`config.mk`:
```
export PLATFORM = sky130hd
export DESIGN_NAME = avg_n_per_clk_pipe
export DESIGN_NICKNAME = d
export VERILOG_FILES = /design/src/rtl/avg_pkg.sv /design/src/rtl/avg_add_stage.sv /design/src/rtl/avg_n_per_clk_pipe.sv
export SDC_FILE = /design/constraint.sdc
export NUM_CORES = 1
export LEC_CHECK = 0
export CAP_MARGIN = 10
export CORE_UTILIZATION = 40
export DETAILED_ROUTE_END_ITERATION = 10
export PLACE_DENSITY = 0.69
export SLEW_MARGIN = 10
export SYNTH_ARGS = -nofsm -noshare
export SYNTH_HDL_FRONTEND = slang
export SYNTH_HIERARCHICAL = 1
export SYNTH_SLANG_ARGS = --single-unit
```
`constraint.sdc`:
```
create_clock -name clk -period 4.58 [get_ports clk]
set_input_delay 0.687 -clock clk [delete_from_list [all_inputs] [get_ports clk]]
set_output_delay 0.687 -clock clk [all_outputs]
set_load 0.005 [all_outputs]
```
`src/rtl/avg_pkg.sv`:
```
// Shared constants and width helpers for the pipelined N-input averager.
// Used by the RTL and by its testbench.
package avg_pkg;

  localparam int unsigned ROUND_TRUNC   = 0;
  localparam int unsigned ROUND_HALF_UP = 1;

  function automatic int unsigned clog2(input int unsigned v);
    int unsigned r;
    r = 0;
    for (int i = 0; i < 32; i++) begin
      if ((64'd1 << i) < 64'(v)) r = i + 1;
    end
    return r;
  endfunction

  // Total right shift applied to the accumulator: tree depth plus beats.
  function automatic int unsigned shift_amt(input int unsigned num_inputs,
                                            input int unsigned log2_beats);
    return clog2(num_inputs) + log2_beats;
  endfunction

  function automatic int unsigned acc_width(input int unsigned dwidth,
                                            input int unsigned num_inputs,
                                            input int unsigned log2_beats);
    return dwidth + shift_amt(num_inputs, log2_beats);
  endfunction

  // Width of tree level j (level 0 is the raw input vector).
  function automatic int unsigned level_width(input int unsigned num_inputs,
                                              input int unsigned dwidth,
                                              input int unsigned j);
    return (num_inputs >> j) * (dwidth + j);
  endfunction

  // Bit offset of tree level j inside the flattened level bus.
  function automatic int unsigned level_offset(input int unsigned num_inputs,
                                               input int unsigned dwidth,
                                               input int unsigned j);
    int unsigned o;
    o = 0;
    for (int unsigned i = 0; i < j; i++) begin
      o += level_width(num_inputs, dwidth, i);
    end
    return o;
  endfunction

endpackage

```
`src/rtl/avg_add_stage.sv`:
```
// One registered adder-tree level: N samples of width W in, N/2 pair sums of
// width W+1 out, with a valid bit that travels alongside the data.
module avg_add_stage
  import avg_pkg::*;
#(
  parameter int unsigned N      = 2,
  parameter int unsigned W      = 16,
  parameter int unsigned SIGNED = 0
) (
  input  logic                   clk,
  input  logic                   rst_n,
  input  logic                   en,
  input  logic                   clear,
  input  logic [N*W-1:0]         in_dat,
  input  logic                   in_valid,
  output logic [(N/2)*(W+1)-1:0] out_dat,
  output logic                   out_valid
);

  localparam int unsigned NO = N / 2;

  logic [NO*(W+1)-1:0] sum_d;

  function automatic logic [W:0] ext(input logic [W-1:0] x);
    return {(SIGNED != 0) & x[W-1], x};
  endfunction

  always_comb begin
    sum_d = '0;
    for (int k = 0; k < NO; k++) begin
      sum_d[k*(W+1) +: W+1] = ext(in_dat[2*k*W +: W]) + ext(in_dat[(2*k+1)*W +: W]);
    end
  end

  // Clear drops the valid bit even while the pipeline is frozen.
  always_ff @(posedge clk or negedge rst_n) begin
    if (!rst_n) begin
      out_dat   <= '0;
      out_valid <= 1'b0;
    end else begin
      if (clear) begin
        out_valid <= 1'b0;
      end else if (en) begin
        out_valid <= in_valid;
      end
      if (en && in_valid) begin
        out_dat <= sum_d;
      end
    end
  end

endmodule

```
`src/rtl/avg_n_per_clk_pipe.sv`:
```
// Pipelined averager: registered adder tree per beat, then accumulation of
// 2**LOG2_BEATS tree sums into one rounded average with ready/valid on both sides.
module avg_n_per_clk_pipe
  import avg_pkg::*;
#(
  parameter int unsigned NUM_INPUTS = 16,
  parameter int unsigned DWIDTH     = 16,
  parameter int unsigned LOG2_BEATS = 0,
  parameter int unsigned SIGNED     = 0,
  parameter int unsigned ROUND      = ROUND_TRUNC
) (
  input  logic                         clk,
  input  logic                         rst_n,
  input  logic [NUM_INPUTS*DWIDTH-1:0] i_dat_vector,
  input  logic                         i_dat_valid,
  output logic                         i_dat_ready,
  input  logic                         i_clear,
  output logic [DWIDTH-1:0]            o_avg,
  output logic                         o_avg_valid,
  input  logic                         o_avg_ready
);

  localparam int unsigned L     = clog2(NUM_INPUTS);
  localparam int unsigned S     = shift_amt(NUM_INPUTS, LOG2_BEATS);
  localparam int unsigned AW    = acc_width(DWIDTH, NUM_INPUTS, LOG2_BEATS);
  localparam int unsigned TW    = DWIDTH + L;
  localparam int unsigned CW    = (LOG2_BEATS > 0) ? LOG2_BEATS : 1;
  localparam int unsigned BEATS = 1 << LOG2_BEATS;
  localparam int unsigned BUS_W = level_offset(NUM_INPUTS, DWIDTH, L + 1);

  logic en;
  logic beat_in;

  assign en          = !o_avg_valid || o_avg_ready;
  assign i_dat_ready = en && !i_clear;
  assign beat_in     = i_dat_valid && i_dat_ready;

  // Level 0 of the bus is the raw input; level j holds the output of stage j.
  logic [BUS_W-1:0] lvl_dat;
  logic [L:0]       lvl_vld;

  assign lvl_dat[level_width(NUM_INPUTS, DWIDTH, 0)-1:0] = i_dat_vector;
  assign lvl_vld[0] = beat_in;

  for (genvar j = 0; j < L; j++) begin : g_lvl
    localparam int unsigned IO = level_offset(NUM_INPUTS, DWIDTH, j);
    localparam int unsigned IW = level_width(NUM_INPUTS, DWIDTH, j);
    localparam int unsigned OO = level_offset(NUM_INPUTS, DWIDTH, j + 1);
    localparam int unsigned OW = level_width(NUM_INPUTS, DWIDTH, j + 1);

    avg_add_stage #(
      .N      (NUM_INPUTS >> j),
      .W      (DWIDTH + j),
      .SIGNED (SIGNED)
    ) u_add (
      .clk       (clk),
      .rst_n     (rst_n),
      .en        (en),
      .clear     (i_clear),
      .in_dat    (lvl_dat[IO +: IW]),
      .in_valid  (lvl_vld[j]),
      .out_dat   (lvl_dat[OO +: OW]),
      .out_valid (lvl_vld[j+1])
    );
  end

  logic [TW-1:0] tree_sum;
  logic          tree_vld;

  assign tree_sum = lvl_dat[level_offset(NUM_INPUTS, DWIDTH, L) +: TW];
  assign tree_vld = lvl_vld[L];

  logic [AW-1:0] acc_q;
  logic [CW-1:0] cnt_q;
  logic [AW-1:0] tree_ext;
  logic [AW-1:0] total;
  logic [AW-1:0] bias;
  logic [AW-1:0] rounded;
  logic [DWIDTH-1:0] avg_next;
  logic          last;

  always_comb begin
    if (SIGNED != 0) begin
      tree_ext = AW'($signed(tree_sum));
    end else begin
      tree_ext = AW'(tree_sum);
    end
  end

  // The rounded total always fits in AW bits, so the low bits of the shift
  // are the result for both signed (floor) and unsigned data.
  assign bias     = (ROUND == ROUND_HALF_UP) ? (AW'(1) << (S - 1)) : '0;
  assign total    = acc_q + tree_ext;
  assign rounded  = total + bias;
  assign avg_next = DWIDTH'(rounded >> S);
  assign last     = (cnt_q == CW'(BEATS - 1));

  always_ff @(posedge clk or negedge rst_n) begin
    if (!rst_n) begin
      acc_q       <= '0;
      cnt_q       <= '0;
      o_avg       <= '0;
      o_avg_valid <= 1'b0;
    end else begin
      if (i_clear) begin
        acc_q <= '0;
        cnt_q <= '0;
      end else if (en && tree_vld) begin
        if (last) begin
          acc_q <= '0;
          cnt_q <= '0;
        end else begin
          acc_q <= total;
          cnt_q <= cnt_q + CW'(1);
        end
      end
      // With en high any presented result is being accepted this cycle.
      if (en) begin
        if (tree_vld && last && !i_clear) begin
          o_avg       <= avg_next;
          o_avg_valid <= 1'b1;
        end else begin
          o_avg_valid <= 1'b0;
        end
      end
    end
  end

endmodule

```
### Yosys cells after proc, flatten, opt, wreduce, memory -nomap -nowiden

Cells that the tools add are included.

* register bits: 308

* add/subtract/negate cells: 17
* muxes and demuxes: 15
* reduce and logical (&&, ||, !) cells: 15
* bitwise operators: 1

Operators by type and width (count)
* adder 16 x 16 -> 17 bit: 8
* adder 17 x 17 -> 18 bit: 4
* two-way mux 20 bit: 3
* adder 18 x 18 -> 19 bit: 2
* adder 19 x 19 -> 20 bit: 1
* adder 20 bit: 1
* two-way mux 1 bit: 12
* logical AND 1 bit: 9
* nonzero test 2 bit: 2
* logical NOT 1 bit: 2
* AND reduction 2 bit: 1
* adder 1 bit, second input constant: 1
* logical OR 1 bit: 1
* NOT 1 bit: 1

### Depth between registers and ports, before layout

* word-level depth: 6
* mapped depth: 11

### Cells and area by module

Netlist, hierarchy kept.

By module, submodules not included
* avg_add_stage (g_lvl[0].u_add): cells an instance 1202, sequential area each 3428.3 µm², instances 1, area each 10530.1 µm²
* avg_add_stage (g_lvl[1].u_add): cells an instance 707, sequential area each 1826.8 µm², instances 1, area each 5875.6 µm²
* avg_add_stage (g_lvl[2].u_add): cells an instance 375, sequential area each 975.9 µm², instances 1, area each 3185.6 µm²
* avg_add_stage (g_lvl[3].u_add): cells an instance 190, sequential area each 525.5 µm², instances 1, area each 1696.6 µm²
* avg_n_per_clk_pipe: cells an instance 41, sequential area each 425.4 µm², instances 1, area each 719.4 µm²

### Worst setup path before layout

No wires, ideal clock.

* path type: input-to-reg
* start: input port i_dat_vector[32]
* end: register g_lvl[0].u_add.out_dat[31]
* path slack: 1930 ps
* stages: 8
* data arrival time: 2555 ps
* data required time: 4485 ps
* buffers on the path: 0
* cells stage by stage: ha_1 -> fa_1 -> a211oi_1 -> o211ai_1 -> nand3_1 -> o21ai_0 -> o221a_2 -> o31ai_1

* word-level cells in the longest chain between the ends: 1

Ends and longest elaborated chain
* start: declaration: line avg_n_per_clk_pipe.sv:14 `input logic [NUM_INPUTS*DWIDTH-1:0] i_dat_vector,`
* adder 16 x 16 -> 17 bit: line avg_add_stage.sv:31 `sum_d[k*(W+1) +: W+1] = ext(in_dat[2*k*W +: W]) + ext(in_dat[(2*k+1)*W +: W]);`
* end signal: assignment: line avg_add_stage.sv:47 `out_dat <= sum_d;`
* end: declaration: line avg_add_stage.sv:16 `output logic [(N/2)*(W+1)-1:0] out_dat,`

Every way passes these cells.
A chain may end at the register's enable or synchronous reset.

### Worst setup path in the final report

Same ends and word-level chain as after synthesis.

==> results by stage <==
CTS:
- The maximum clock insertion buffer count is 3.
- At the later pin of the worst-skew pair, clock insertion delay measures 0.54 ns.
- The depth of the CTS H-tree is 2.
- The TritonCTS clock tree is done.
- The TritonCTS buffer count is 34.
- The post-CTS clock slew at the launch and capture registers of the worst setup and hold paths is 0.06 ns.
- After clock tree synthesis, the setup repair step added 0 buffers.
- The number of gates resized after CTS was 0.
- The root cell of the clock tree is sky130_fd_sc_hd__clkbuf_16.
- The number of buffers inserted by hold repair at cts is 0.
- The number of sinks handled by clock tree synthesis is 283.

Synthesis:
- Synthesis handed over a netlist of 2,503 instances.
- A synthesized cell averages 8.73 sq um.
- The synthesized area is 21,800 sq um.
- The total number of yosys warnings is 6.
- The net count of the mapped netlist is 3,030.

Route:
- The detailed router placed 19,621 vias in this run.
- The DRC violation total after the first TritonRoute iteration is 1,435.
- The total wire length is 58,100 um.
- The per-cell via count in the routed design is 5.65.
- The average routed wire per standard cell is 16.7 um.
- The number of nets with antenna violations after detailed routing is 0.
- For this run, design rule violations remaining after detail routing come to 0.
- Before antenna repair, the detailed router went through 5 iterations.

Die:
- 279 I/O pins were placed.
- The vertical die dimension is 236 um.
- The number of core rows is 85.
- The die extent in x is 236 um.
- The die outline area is 55,600 sq um.
- The starting density of the core is 0.405.
- After floorplanning, the core was sized to cover 53,900 sq um.

Global routing:
- The number of global-route vias before repair is 19,337.
- The largest net degree at the start of global routing is 103.
- The global-route track usage on met2 is 0.347.
- For met3 alone, demand over resource in global routing was 0.0199.
- The all-layer global routing usage is 0.209.
- The first global-routing pass estimated 96,400 um of wire.
- The highest-utilization routing layer at the global route stage is met2.
- The met1 capacity usage during global routing is 0.293.
- For this run the aggregate overflow at the end of global routing stands at 0.
- The number of antenna violations at the first check in global routing is 1.

Setup path:
- The stage delay of the slowest cell on the critical path is 0.44 ns.
- The worst-path maximum fanout is 4.
- The worst endpoint required time is 5.02 ns.
- The slowest stage of the critical path is the sky130_fd_sc_hd__fa_1 cell.
- The critical path in this run is classified as input port to flop.
- The endpoint arrival time on the critical path is 3.38 ns.
- The kind of start point of the critical path is an input port.
- Traced cell by cell, the critical path runs through clkdlybuf4s50_1, ha_1, fa_1, a211oi_1, o211ai_1, nand3_1, o21ai_0, o221a_2, o31ai_1.
- The kind of end point of the critical path is a flop.

Power and ir drop:
- In this run the power density over the cells is 493 nW/um^2.
- Summed over all cells, the static leakage comes to 11.9 nW.
- The worst ir drop on vdd is 0.276 mV.
- The overall power after layout is 13.1 mW.

Layout:
- In the final layout, the share of cells above drive strength 1 is 0.0507.
- Leaving out fill and tap cells, the most frequent cells in the layout are sky130_fd_sc_hd__nand2_1, sky130_fd_sc_hd__dfrtp_1, sky130_fd_sc_hd__clkdlybuf4s50_1.
- The filler cells instantiated in the layout total 5,047.
- The total inserted antenna cells is 0.
- The library cell used most frequently in the layout, excluding fill and tap cells, is sky130_fd_sc_hd__nand2_1.
- The multi-input combinational cells in the finished layout cover a total of 14,200 sq um.
- The area added between synthesis and finish is 21.3%.
- The area taken by flip-flops and latches is 7080 sq um.
- At the end of the flow, the number of nets in the layout was 3,283.

STA:
- The max-slew violation count is 0.
- Setup repair after global routing left no endpoint under its margin.
- The number of hold violations in the final report is 0.
- Summed over all failing endpoints, the final setup total negative slack is 0 ns.
- The final setup violation count is 0.
- In the finished design, the share of the clock period the worst path needs comes to 0.642.
- The worst slew margin relative to its limit is 0.366.
- The actual slew at the worst max-slew pin is 0.949 ns.
- The final critical-path required period is 2.94 ns.
- Between clock sinks in the finished design, the worst skew comes to 0.0204 ns.
- The highest attainable clock frequency is 0.340 GHz.

Flow run:
- The number of maximum-capacitance violations is 0.

Min path:
- The path type of the worst min-delay path is input port to async pin.

Placed design:
- The weighted congestion reported at the end of routability-driven placement is 0.908.
- Summed over all nets, the half-perimeter wirelength after detailed placement is 45,800 um.
- The port buffer count is 278.

Outcome:
- The flow ran to the end, and the final reports show no timing, DRC or antenna violations.
## state kept, by name, indices dropped and copies added (netlist names)
signal / flops
g_lvl.u_add/out_dat: 262
g_lvl.u_add/out_valid: 4
o_avg: 16
o_avg_valid: 1
## per-stage QoR
| step | hold WS [ns] | cell area, sq um | utilization | worst slack (ns) | cells |
|---|---|---|---|---|---|
| 5_1_grt | 0.206 | 26500 | 0.492 | 1.56 | 3475 |
| 4_1_cts | 0.207 | 26500 | 0.492 | 1.74 | 3475 |
| 6_report | 0.141 | 26500 | 0.492 | 1.64 | 3475 |
| 3_3_place_gp | 0.464 | 25400 | 0.471 | 1.18 | 3416 |
| 2_1_floorplan | 0.391 | 21800 | - | 1.93 | 2503 |
| 3_5_place_dp | 0.472 | 25400 | 0.471 | 1.19 | 3416 |
## critical path: cells and delay by family
kind / cells / cell delay (ns)
compound gates: 5 / 1.37
simple gates: 1 / 0.20
fa+ha+maj: 2 / 0.70
buf+inv: 1 / 0.41
## report_power, final
part | switching [mW] | internal [mW]
Sequential | 0.662 | 3.29
Combinational | 3.64 | 2.73
Clock | 1.09 | 1.66
## layout make-up
type / count / share of cell area
clock inverter: 16 / 0.00642
multi-input combinational: 2085 / 0.537
timing repair buffer: 296 / 0.112
sequential: 283 / 0.267
inverter: 56 / 0.00793
clock buffer: 43 / 0.0364
tap: 696 / 0.0328
## per-layer routing
metal / share of wire / vias to the layer above
li1: - / 9736
met1: 0.48 / 9368
met2: 0.46 / 454
met5: 0 / -
met4: 0.013 / 0
met3: 0.041 / 63
## path summary, 6_finish.rpt
path	start	endpoint	slack (ns)	cells after the start
hold / removal	rst_n	g_lvl[0].u_add/out_dat[0]	0.14	1
hold reg to reg	g_lvl[3].u_add/out_dat[8]	g_lvl[3].u_add/out_dat[8]	0.48	2
max in group asynchronous	rst_n	g_lvl[0].u_add/out_dat[45]	3.33	2
setup / recovery	i_dat_vector[32]	g_lvl[0].u_add/out_dat[31]	1.64	9
min in group clk	g_lvl[3].u_add/out_dat[8]	g_lvl[3].u_add/out_dat[8]	0.48	2
setup reg to reg	g_lvl[1].u_add/out_dat[18]	g_lvl[2].u_add/out_dat[18]	2.01	9
Power figures use the tool's default switching activity.
